## src/rtl/scaler_pkg.sv

```systemverilog
// scaler_pkg: algorithm codes, sequencer state encoding and bus widths shared by the scaler blocks.
// Rev 1.0
`default_nettype none
package scaler_pkg;
  localparam int SRC_ADDR_W     = 17;
  localparam int DEST_ADDR_W    = 19;
  localparam int PIX_W          = 8;
  localparam int DEF_SRC_WIDTH  = 320;
  localparam int DEF_DEST_WIDTH = 640;

  localparam logic [2:0] ALGO_REPLICATION = 3'b001;
  localparam logic [2:0] ALGO_DECIMATION  = 3'b010;
  localparam logic [2:0] ALGO_BLOCK_AVG   = 3'b011;

  localparam logic [2:0] S_IDLE    = 3'd0;
  localparam logic [2:0] S_FETCH   = 3'd1;
  localparam logic [2:0] S_WAIT    = 3'd2;
  localparam logic [2:0] S_WRITE   = 3'd3;
  localparam logic [2:0] S_ADVANCE = 3'd4;
  localparam logic [2:0] S_CHECK   = 3'd5;
  localparam logic [2:0] S_DONE    = 3'd6;

  function automatic logic algo_supported(input logic [2:0] algo);
    return (algo == ALGO_REPLICATION) || (algo == ALGO_DECIMATION) || (algo == ALGO_BLOCK_AVG);
  endfunction

  function automatic logic [1:0] last_read_idx(input logic [2:0] algo);
    return (algo == ALGO_BLOCK_AVG) ? 2'd3 : 2'd0;
  endfunction

  function automatic logic [1:0] last_write_idx(input logic [2:0] algo);
    return (algo == ALGO_REPLICATION) ? 2'd3 : 2'd0;
  endfunction
endpackage
`default_nettype wire

```

## src/rtl/rd_latency_tracker.sv

```systemverilog
// rd_latency_tracker: tags each ROM read and strobes its index in the cycle its data is due.
// Rev 1.0
`default_nettype none
module rd_latency_tracker #(
  parameter int MEM_RD_LAT = 2
)(
  input  logic       clk,
  input  logic       reset,
  input  logic       i_issue_vld,
  input  logic [1:0] i_issue_idx,
  output logic       o_cap_vld,
  output logic [1:0] o_cap_idx
);
  logic [MEM_RD_LAT-1:0]      r_vld;
  logic [MEM_RD_LAT-1:0][1:0] r_idx;

  always_ff @(posedge clk or posedge reset) begin
    if (reset) begin
      r_vld <= '0;
      r_idx <= '0;
    end else begin
      r_vld[0] <= i_issue_vld;
      r_idx[0] <= i_issue_idx;
      for (int i = 1; i < MEM_RD_LAT; i++) begin
        r_vld[i] <= r_vld[i-1];
        r_idx[i] <= r_idx[i-1];
      end
    end
  end

  assign o_cap_vld = r_vld[MEM_RD_LAT-1];
  assign o_cap_idx = r_idx[MEM_RD_LAT-1];
endmodule
`default_nettype wire

```

## src/rtl/scaler_mem_sequencer.sv

```systemverilog
// scaler_mem_sequencer: fetches source pixels from ROM, writes scaled pixels to the framebuffer.
// Optional cycle counter enabled by SCALER_PERF_CNT_EN.  Rev 1.0
`default_nettype none
module scaler_mem_sequencer
  import scaler_pkg::*;
#(
  parameter int SRC_WIDTH  = scaler_pkg::DEF_SRC_WIDTH,
  parameter int DEST_WIDTH = scaler_pkg::DEF_DEST_WIDTH,
  parameter int MEM_RD_LAT = 2
)(
  input  logic                   clk,
  input  logic                   reset,
  input  logic                   start,
  input  logic [2:0]             algo_in,
  output logic [2:0]             selected_algo,
  input  logic [SRC_ADDR_W-1:0]  src_addr_in,
  input  logic [DEST_ADDR_W-1:0] dest_addr_in,
  input  logic                   process_finished_in,
  input  logic [PIX_W-1:0]       avg_pixel_in,
  output logic                   update_counters_en,
  output logic [PIX_W-1:0]       p00_out,
  output logic [PIX_W-1:0]       p01_out,
  output logic [PIX_W-1:0]       p10_out,
  output logic [PIX_W-1:0]       p11_out,
  output logic [SRC_ADDR_W-1:0]  rom_addr,
  input  logic [PIX_W-1:0]       rom_q,
  output logic [DEST_ADDR_W-1:0] fb_addr,
  output logic [PIX_W-1:0]       fb_data,
  output logic                   fb_we,
  output logic                   busy,
  output logic                   done,
  output logic                   err,
  output logic [31:0]            cycle_count
);
  localparam logic [SRC_ADDR_W-1:0]  SRC_PITCH  = SRC_ADDR_W'(SRC_WIDTH);
  localparam logic [DEST_ADDR_W-1:0] DEST_PITCH = DEST_ADDR_W'(DEST_WIDTH);

  logic [2:0]             r_state, w_next;
  logic [2:0]             r_algo;
  logic [1:0]             r_rd_idx, r_wr_idx;
  logic                   r_err;
  logic [PIX_W-1:0]       r_p00, r_p01, r_p10, r_p11;
  logic                   w_accept, w_last_rd, w_last_wr, w_cap_vld;
  logic [1:0]             w_cap_idx;
  logic [SRC_ADDR_W-1:0]  w_src_off;
  logic [DEST_ADDR_W-1:0] w_dest_off;

  assign w_accept  = (r_state == S_IDLE) && start && algo_supported(algo_in);
  assign w_last_rd = (r_rd_idx == last_read_idx(r_algo));
  assign w_last_wr = (r_wr_idx == last_write_idx(r_algo));

  rd_latency_tracker #(.MEM_RD_LAT(MEM_RD_LAT)) u_tracker (
    .clk         (clk),
    .reset       (reset),
    .i_issue_vld (r_state == S_FETCH),
    .i_issue_idx (r_rd_idx),
    .o_cap_vld   (w_cap_vld),
    .o_cap_idx   (w_cap_idx)
  );

  always_comb begin
    w_next = r_state;
    case (r_state)
      S_IDLE:    if (w_accept) w_next = S_FETCH;
      S_FETCH:   if (w_last_rd) w_next = S_WAIT;
      // Leave WAIT only once the final read of this pixel has been captured.
      S_WAIT:    if (w_cap_vld && (w_cap_idx == last_read_idx(r_algo))) w_next = S_WRITE;
      S_WRITE:   if (w_last_wr) w_next = S_ADVANCE;
      S_ADVANCE: w_next = S_CHECK;
      S_CHECK:   w_next = process_finished_in ? S_DONE : S_FETCH;
      S_DONE:    w_next = S_IDLE;
      default:   w_next = S_IDLE;
    endcase
  end

  always_comb begin
    case (r_rd_idx)
      2'd0:    w_src_off = '0;
      2'd1:    w_src_off = SRC_ADDR_W'(1);
      2'd2:    w_src_off = SRC_PITCH;
      default: w_src_off = SRC_PITCH + SRC_ADDR_W'(1);
    endcase
    case (r_wr_idx)
      2'd0:    w_dest_off = '0;
      2'd1:    w_dest_off = DEST_ADDR_W'(1);
      2'd2:    w_dest_off = DEST_PITCH;
      default: w_dest_off = DEST_PITCH + DEST_ADDR_W'(1);
    endcase
  end

  always_ff @(posedge clk or posedge reset) begin
    if (reset) begin
      r_state  <= S_IDLE;
      r_algo   <= '0;
      r_rd_idx <= '0;
      r_wr_idx <= '0;
      r_err    <= 1'b0;
    end else begin
      r_state <= w_next;
      r_err   <= (r_state == S_IDLE) && start && !algo_supported(algo_in);
      if (w_accept) r_algo <= algo_in;
      if (r_state == S_FETCH) r_rd_idx <= w_last_rd ? 2'd0 : r_rd_idx + 2'd1;
      if (r_state == S_WRITE) r_wr_idx <= w_last_wr ? 2'd0 : r_wr_idx + 2'd1;
    end
  end

  always_ff @(posedge clk or posedge reset) begin
    if (reset) begin
      r_p00 <= '0;
      r_p01 <= '0;
      r_p10 <= '0;
      r_p11 <= '0;
    end else if (w_cap_vld) begin
      case (w_cap_idx)
        2'd0:    r_p00 <= rom_q;
        2'd1:    r_p01 <= rom_q;
        2'd2:    r_p10 <= rom_q;
        default: r_p11 <= rom_q;
      endcase
    end
  end

  assign rom_addr           = (r_state == S_FETCH) ? src_addr_in + w_src_off : '0;
  assign fb_we              = (r_state == S_WRITE);
  assign fb_addr            = fb_we ? dest_addr_in + w_dest_off : '0;
  assign fb_data            = !fb_we ? '0 : ((r_algo == ALGO_BLOCK_AVG) ? avg_pixel_in : r_p00);
  assign update_counters_en = (r_state == S_ADVANCE);
  assign busy               = (r_state != S_IDLE);
  assign done               = (r_state == S_DONE);
  assign err                = r_err;
  assign selected_algo      = r_algo;
  assign p00_out            = r_p00;
  assign p01_out            = r_p01;
  assign p10_out            = r_p10;
  assign p11_out            = r_p11;

`ifdef SCALER_PERF_CNT_EN
  logic [31:0] r_cycle_count;
  always_ff @(posedge clk or posedge reset) begin
    if (reset) begin
      r_cycle_count <= '0;
    end else if (w_accept) begin
      r_cycle_count <= '0;
    end else if (busy && (r_cycle_count != 32'hFFFF_FFFF)) begin
      r_cycle_count <= r_cycle_count + 32'd1;
    end
  end
  assign cycle_count = r_cycle_count;
`else
  assign cycle_count = '0;
`endif
endmodule
`default_nettype wire

```

## config.mk

```make
export PLATFORM = sky130hd
export DESIGN_NAME = scaler_mem_sequencer
export DESIGN_NICKNAME = d
export VERILOG_FILES = /design/src/rtl/scaler_pkg.sv /design/src/rtl/rd_latency_tracker.sv /design/src/rtl/scaler_mem_sequencer.sv
export SDC_FILE = /design/constraint.sdc
export NUM_CORES = 1
export LEC_CHECK = 0
export CAP_MARGIN = 5
export CORE_AREA = 2 2 95 97
export CTS_CLUSTER_DIAMETER = 120
export CTS_CLUSTER_SIZE = 40
export DETAILED_ROUTE_END_ITERATION = 8
export DIE_AREA = 0 0 97 99
export PLACE_DENSITY = 0.81
export SYNTH_ARGS = -nofsm -noshare
export SYNTH_HDL_FRONTEND = slang
export SYNTH_SLANG_ARGS = --single-unit
```

## constraint.sdc

```tcl
create_clock -name clk -period 2.9 [get_ports clk]
set_input_delay 0.435 -clock clk [delete_from_list [all_inputs] [get_ports clk]]
set_output_delay 0.435 -clock clk [all_outputs]
set_load 0.02 [all_outputs]
```

Word level (Yosys, flattened, before mapping)
Cells that the tools add are included.
- reductions and logical operators: 18
- eq/ne operators: 24
- bitwise gates (word level): 1
- $add $sub $neg: 4
- multiplexer cells: 16
- operators by type and width (kind ; count):
    $pmux 10 s3 ; 1
    $pmux 9 s3 ; 1
    $add 19x19->19 ; 1
    $mux 19 ; 1
    $pmux 3 s6 ; 1
    $add 17x17->17 ; 1
    $mux 17 ; 1
    $mux 8 ; 2
    $eq 3x2->1 const B ; 5
    $mux 3 ; 5
    $eq 3x1->1 const B ; 3
    $eq 3x3->1 const B ; 3
    $mux 2 ; 4
    $reduce_and 2->1 ; 4
    $eq 2x1->1 const B ; 3
    $eq 2x2->1 ; 3
    $eq 2x2->1 const B ; 3
    $logic_not 2->1 ; 3
    $ne 2x2->1 const B ; 3
    $add 2x1->2 const B ; 2
    $logic_and 1x1->1 ; 4
    $reduce_and 4->1 ; 1
    $logic_not 3->1 ; 1
    $reduce_bool 3->1 ; 1
    other kinds (5) ; 6
- output and inout port bits: 116
- register bits: 49

Longest topological paths before layout
- word-level depth: 6
- mapped depth: 10
- mapped depth without buffers: 9

Cells and area by module
Synthesis repeated with hierarchy kept, for this count alone.
- cell total of the unflattened synthesis: 376
- area, all modules: 3459.6 µm²
- by module, submodules not included (module ; cells each ; times used ; area an instance (µm²)):
    scaler_mem_sequencer ; 367 ; 1 ; 3290.7
    rd_latency_tracker ; 9 ; 1 ; 168.9

Least setup slack after synthesis
OpenSTA, ideal clock, no wires.
- path type: flip-flop to output port
- from: register r_rd_idx[0]
- to: output rom_addr[12]
- data arrival time: 2.513 ns
- cell stages (with the launch flop): 9
- path slack: -0.048 ns
- required time: 2.465 ns
- path buffers: 0
- cells stage by stage: dfrtp_1 -> inv_1 -> ha_1 -> or2_2 -> ha_1 -> and3_1 -> a211oi_1 -> o21ai_0 -> a21oi_1
- word-level cells in the longest chain between the ends: 4
- elaborated cells on any way between the ends: 6
- ends and longest elaborated chain (item ; RTL line ; source):
    start: declaration ; scaler_mem_sequencer.sv:40 ; logic [1:0] r_rd_idx, r_wr_idx;
    start signal: assignment ; scaler_mem_sequencer.sv:102 ; if (r_state == S_FETCH) r_rd_idx <= w_last_rd ? 2'd0 : r_rd_idx + 2'd1;
    $eq 2x2->1, or another cell as far along ; scaler_mem_sequencer.sv:77 ; case (r_rd_idx)
    $pmux 9 s3 (*) ; scaler_mem_sequencer.sv:77 ;
    $add 17x17->17 (*) ; scaler_mem_sequencer.sv:123 ; assign rom_addr = (r_state == S_FETCH) ? src_addr_in + w_src_off : '0;
    $mux 17 (*) ; scaler_mem_sequencer.sv:123 ;
    end: declaration ; scaler_mem_sequencer.sv:25 ; output logic [SRC_ADDR_W-1:0] rom_addr,
Every way passes the cells marked *; elsewhere a longest branch is shown, timed or not.

Final worst setup path
- from: register r_rd_idx[1]
- to: output rom_addr[10]
Same word-level chain as after synthesis.

==> summary.md <==
| Metric | Value |
|---|---|
| FF-to-FF setup slack | `~1.1 ns` |
| Ys Warns | `0` |
| Row Count | `34` |
| Layout cell share with drive strength beyond 1 | `32.9%` |
| Critical R2R Capture | `r_state[0]` |
| Clock Power Share | `roughly 8.5%` |
| Failing checks | `setup timing` |
| Die Wd | `approximately 97 um` |
| Num CTS Buffers | `5` |
| Via count | `around 3.5k` |
| WP data required | `~2.5 ns` |
| Slew Viols, Final | `0` |
| Achievable frequency | `around 340 MHz` |
| Sequential cell area fraction in the yosys report | `roughly 36%` |
| H-tree Lvls | `2` |
| Starting density of the core | `between 30% and 40%` |
| CP arrival | `between 2 and 3 ns` |
| CP endpoint kind | `primary output` |
| Min Tclk post-route | `between 2 and 3 ns` |
| Hold Crit Class | `reg2reg` |
| Setup violations, final | `13` |
| Die height | `just under 100 um` |
| Period utilization | `102%` |
| Area grow syn2layout | `65.8%` |
| Layout Skew | `0.0150 ns` |
| Flops & latches, synth | `49` |
| Largest family of logic cells by synthesized area | `simple AND/OR/NAND/NOR gates` |
| RSZ-0062 raised after global routing | `yes` |
| Launch point of the worst path | `r_rd_idx[1]` |
| Clock Sinks | `approximately 50` |
| Distinct cells, synth | `54` |
| Syn Inst Count | `368` |
| Initial DRC count | `between 100 and 150` |
| Max VDD drop | `0.411 mV` |
| First-pass iteration count of the detailed router | `4` |
| Post-synth EDFFs | `0` |
| Vias in the first global route | `approximately 3.6k` |
| Clk buf depth | `2` |
| Initial antenna violation count | `0` |
| Setup WS pre-CTS | `-0.428 ns` |
| Hold Vio Cnt, Final | `0` |
| Critical path peak fanout | `8` |
| Worst Tran Pin Value | `around 0.72 ns` |
| Fraction of registers with async set/reset | `100%` |
| Outcome | `complete, but fails checks` |
| Net Switching | `approximately 2200 uW` |
| PortBufs | `142` |
| Worst Hold Slack | `0.355 ns` |
| Cell Int Power | `about 2900 uW` |
| Detailed-route DRC error count | `0` |
| Total grt overflow | `0` |
| Layout fillers | `roughly 670` |
| Commonest cells after routing, fill and taps aside | `111 x clkdlybuf4s50_1, 59 x buf_4, 47 x dfrtp_1` |
| Commonest non-fill, non-tap cell in the layout | `clkdlybuf4s50_1` |
| Antenna viol nets, final | `0` |
| Sequential Power Share | `24.7%` |
| Reg clk slew, reported paths | `roughly 0.090 ns` |
| Core Region | `0.00855 mm^2` |
| Setup crit start kind | `flop` |
| CTS Hold Bufs | `0` |
| XOR/XNOR Fraction of Synth Area | `roughly 3.6%` |
| CTS root buffer | `clkbuf_8` |
| Post-DR wirelength/cell | `about 16 um` |
| P_leak | `0.00243 uW` |
| GRT Total Usage | `21.7%` |
| Post-synthesis mux area share | `about an eighth` |
| Setup ws final | `-0.0695 ns` |
| Largest net degree at the start of global routing | `31` |
| Syn avg cell area | `9.29 um^2` |
| Critical Path Sink | `rom_addr[10]` |
| CTS tree | `built` |
| Post-Synth Adder-Cell Area | `just over 5%` |
| Post-synth top flop | `dfrtp_1` |
| Cell Area, Synth | `0.00342 mm^2` |
| N_diodes | `0` |
| Final nets | `approximately 640` |
| Logic pwr share | `around 67%` |
| Clk_lat worst skew | `around 0.30 ns` |
| Crit Path Class | `reg2out` |
| R2r worst-path depth | `4` |
| Vias per inst | `about 5.3` |
| # Max-Cap Violations | `0` |
| Post-route setup TNS | `-0.452 ns` |
| First-pass GRT wire length | `between 15000 and 20000 um` |
| FF-to-FF Start | `selected_algo[2]` |
| Placed insts | `between 600 and 700` |
| Full die area | `0.00960 mm^2` |
| Total Wirelength | `11100 um` |
| Final Non-Filler Cells | `671` |
| Compound-Gate Fraction of Synth Area | `about an eighth` |
| Post-DP HPWL | `8200 um` |
| Total power per unit cell area | `between 800 and 900 mW/mm^2` |
| # IOs | `175` |
| Sw frac | `a little over two fifths` |
| GPL Wtd Cong | `roughly 0.90` |
| Simple-gate share of the synthesized area | `a little over a fifth` |
| Slew HR | `between 50% and 60%` |
## how the worst min path moves through the flow
stage,from,end,slack (ns),depth (start not counted)
after floorplan,u_tracker.r_idx[0],u_tracker.o_cap_idx[0],0.33,0
after global placement,u_tracker.r_idx[1],u_tracker.o_cap_idx[1],0.33,0
after detailed placement,u_tracker.r_vld[0],u_tracker.r_vld[1],0.35,0
after CTS,u_tracker.r_idx[0],u_tracker.o_cap_idx[0],0.36,0
after global routing,u_tracker.r_idx[0],u_tracker.o_cap_idx[0],0.36,0
final,u_tracker.r_idx[0],u_tracker.o_cap_idx[0],0.36,0
## final cells by class
| type | instances | area [um^2] | share of cell area, % |
|---|---|---|---|
| inverters | 10 | 37.5 | 0.662 |
| repair buffers | 199 | 1840 | 32.4 |
| well taps | 108 | 135 | 2.38 |
| clock inverters | 2 | 16.3 | 0.287 |
| clock buffers | 6 | 82.6 | 1.46 |
| flip-flops and latches | 49 | 1230 | 21.7 |
| multi-input cells | 297 | 2330 | 41.1 |
## flip-flops by register name (all words and copies together) (netlist names), 2 cells and up
register,flops
r_wr_idx,2
u_tracker.r_vld,2
u_tracker.r_idx,2
r_state,3
u_tracker.o_cap_idx,2
p11_out,8
p01_out,8
selected_algo,3
p00_out,8
p10_out,8
r_rd_idx,2
## worst max-delay path: stages, from the launching register on
cell and delay, ns:
dfrtp_2 0.44, buf_6 0.13, ha_4 0.14, or2_4 0.25
ha_4 0.29, and3_4 0.19, a211oi_4 0.09, or4_1 0.49
nand2_1 0.09, buf_6 0.12
## cell families (layout without fill, tap and decap cells)
group	after synthesis	in the layout
AND/OR/NAND/NOR	136	136
AO/OA/AOI/OAI	65	65
buffers and inverters	53	217
flip-flops	49	49
multiplexers	36	36
adder cells (fa/ha/maj)	14	14
XOR/XNOR	14	14
other	1	32
## layer usage
metal	global-route usage [%]	up-vias	share of wire, %
met5	0	-	0
met2	41.5	143	53
li1	-	1645	-
met3	4.89	16	6.3
met1	24.5	1723	39
met4	4.98	0	1.6
## through the flow
stage	utilization [%]	total power, uW	instance area [um^2]
6_report	66.3	5020	5670
5_1_grt	66.3	5340	5670
4_1_cts	64.3	4890	5500
3_5_place_dp	61.0	4310	5210
3_3_place_gp	61.0	4190	5210
2_1_floorplan	-	2860	3550
## cell usage after synthesis, drive strengths merged (3+ instances only)
| master | n | area, um^2 |
|---|---|---|
| or2 | 4 | 25.0 |
| a21oi | 20 | 100 |
| and4 | 4 | 36.3 |
| mux2 | 34 | 383 |
| o21ai | 16 | 80.1 |
| nand2b | 3 | 18.8 |
| nand4 | 6 | 37.5 |
| and2 | 7 | 43.8 |
| ha | 14 | 175 |
| dfrtp | 49 | 1230 |
| nand2 | 34 | 128 |
| clkbuf | 7 | 26.3 |
| inv | 9 | 33.8 |
| o211ai | 4 | 30.0 |
| nand3 | 17 | 85.1 |
| a21o | 5 | 37.5 |
| buf | 36 | 260 |
| xor2 | 8 | 70.1 |
| nor3 | 4 | 20.0 |
| xnor2 | 6 | 52.6 |
| or3 | 7 | 43.8 |
| nor2 | 21 | 78.8 |
| nand3b | 4 | 30.0 |
| nor3b | 4 | 35.0 |
| and3 | 7 | 46.3 |
| or4 | 7 | 52.6 |
## repair_timing
item	CTS	global route
gates resized for setup	161	43
setup endpoints to repair	31	26
buffers inserted	2	2
pin swaps	26	22
## power groups by stage
stage	clock network, uW	logic, uW	registers, uW
3_3_place_gp	0	2980	1210
3_5_place_dp	0	3070	1240
6_report	428	3350	1240
4_1_cts	431	3230	1230
2_1_floorplan	0	1350	1520
5_1_grt	466	3590	1290
No activity file was read; power rests on OpenSTA's default activity.
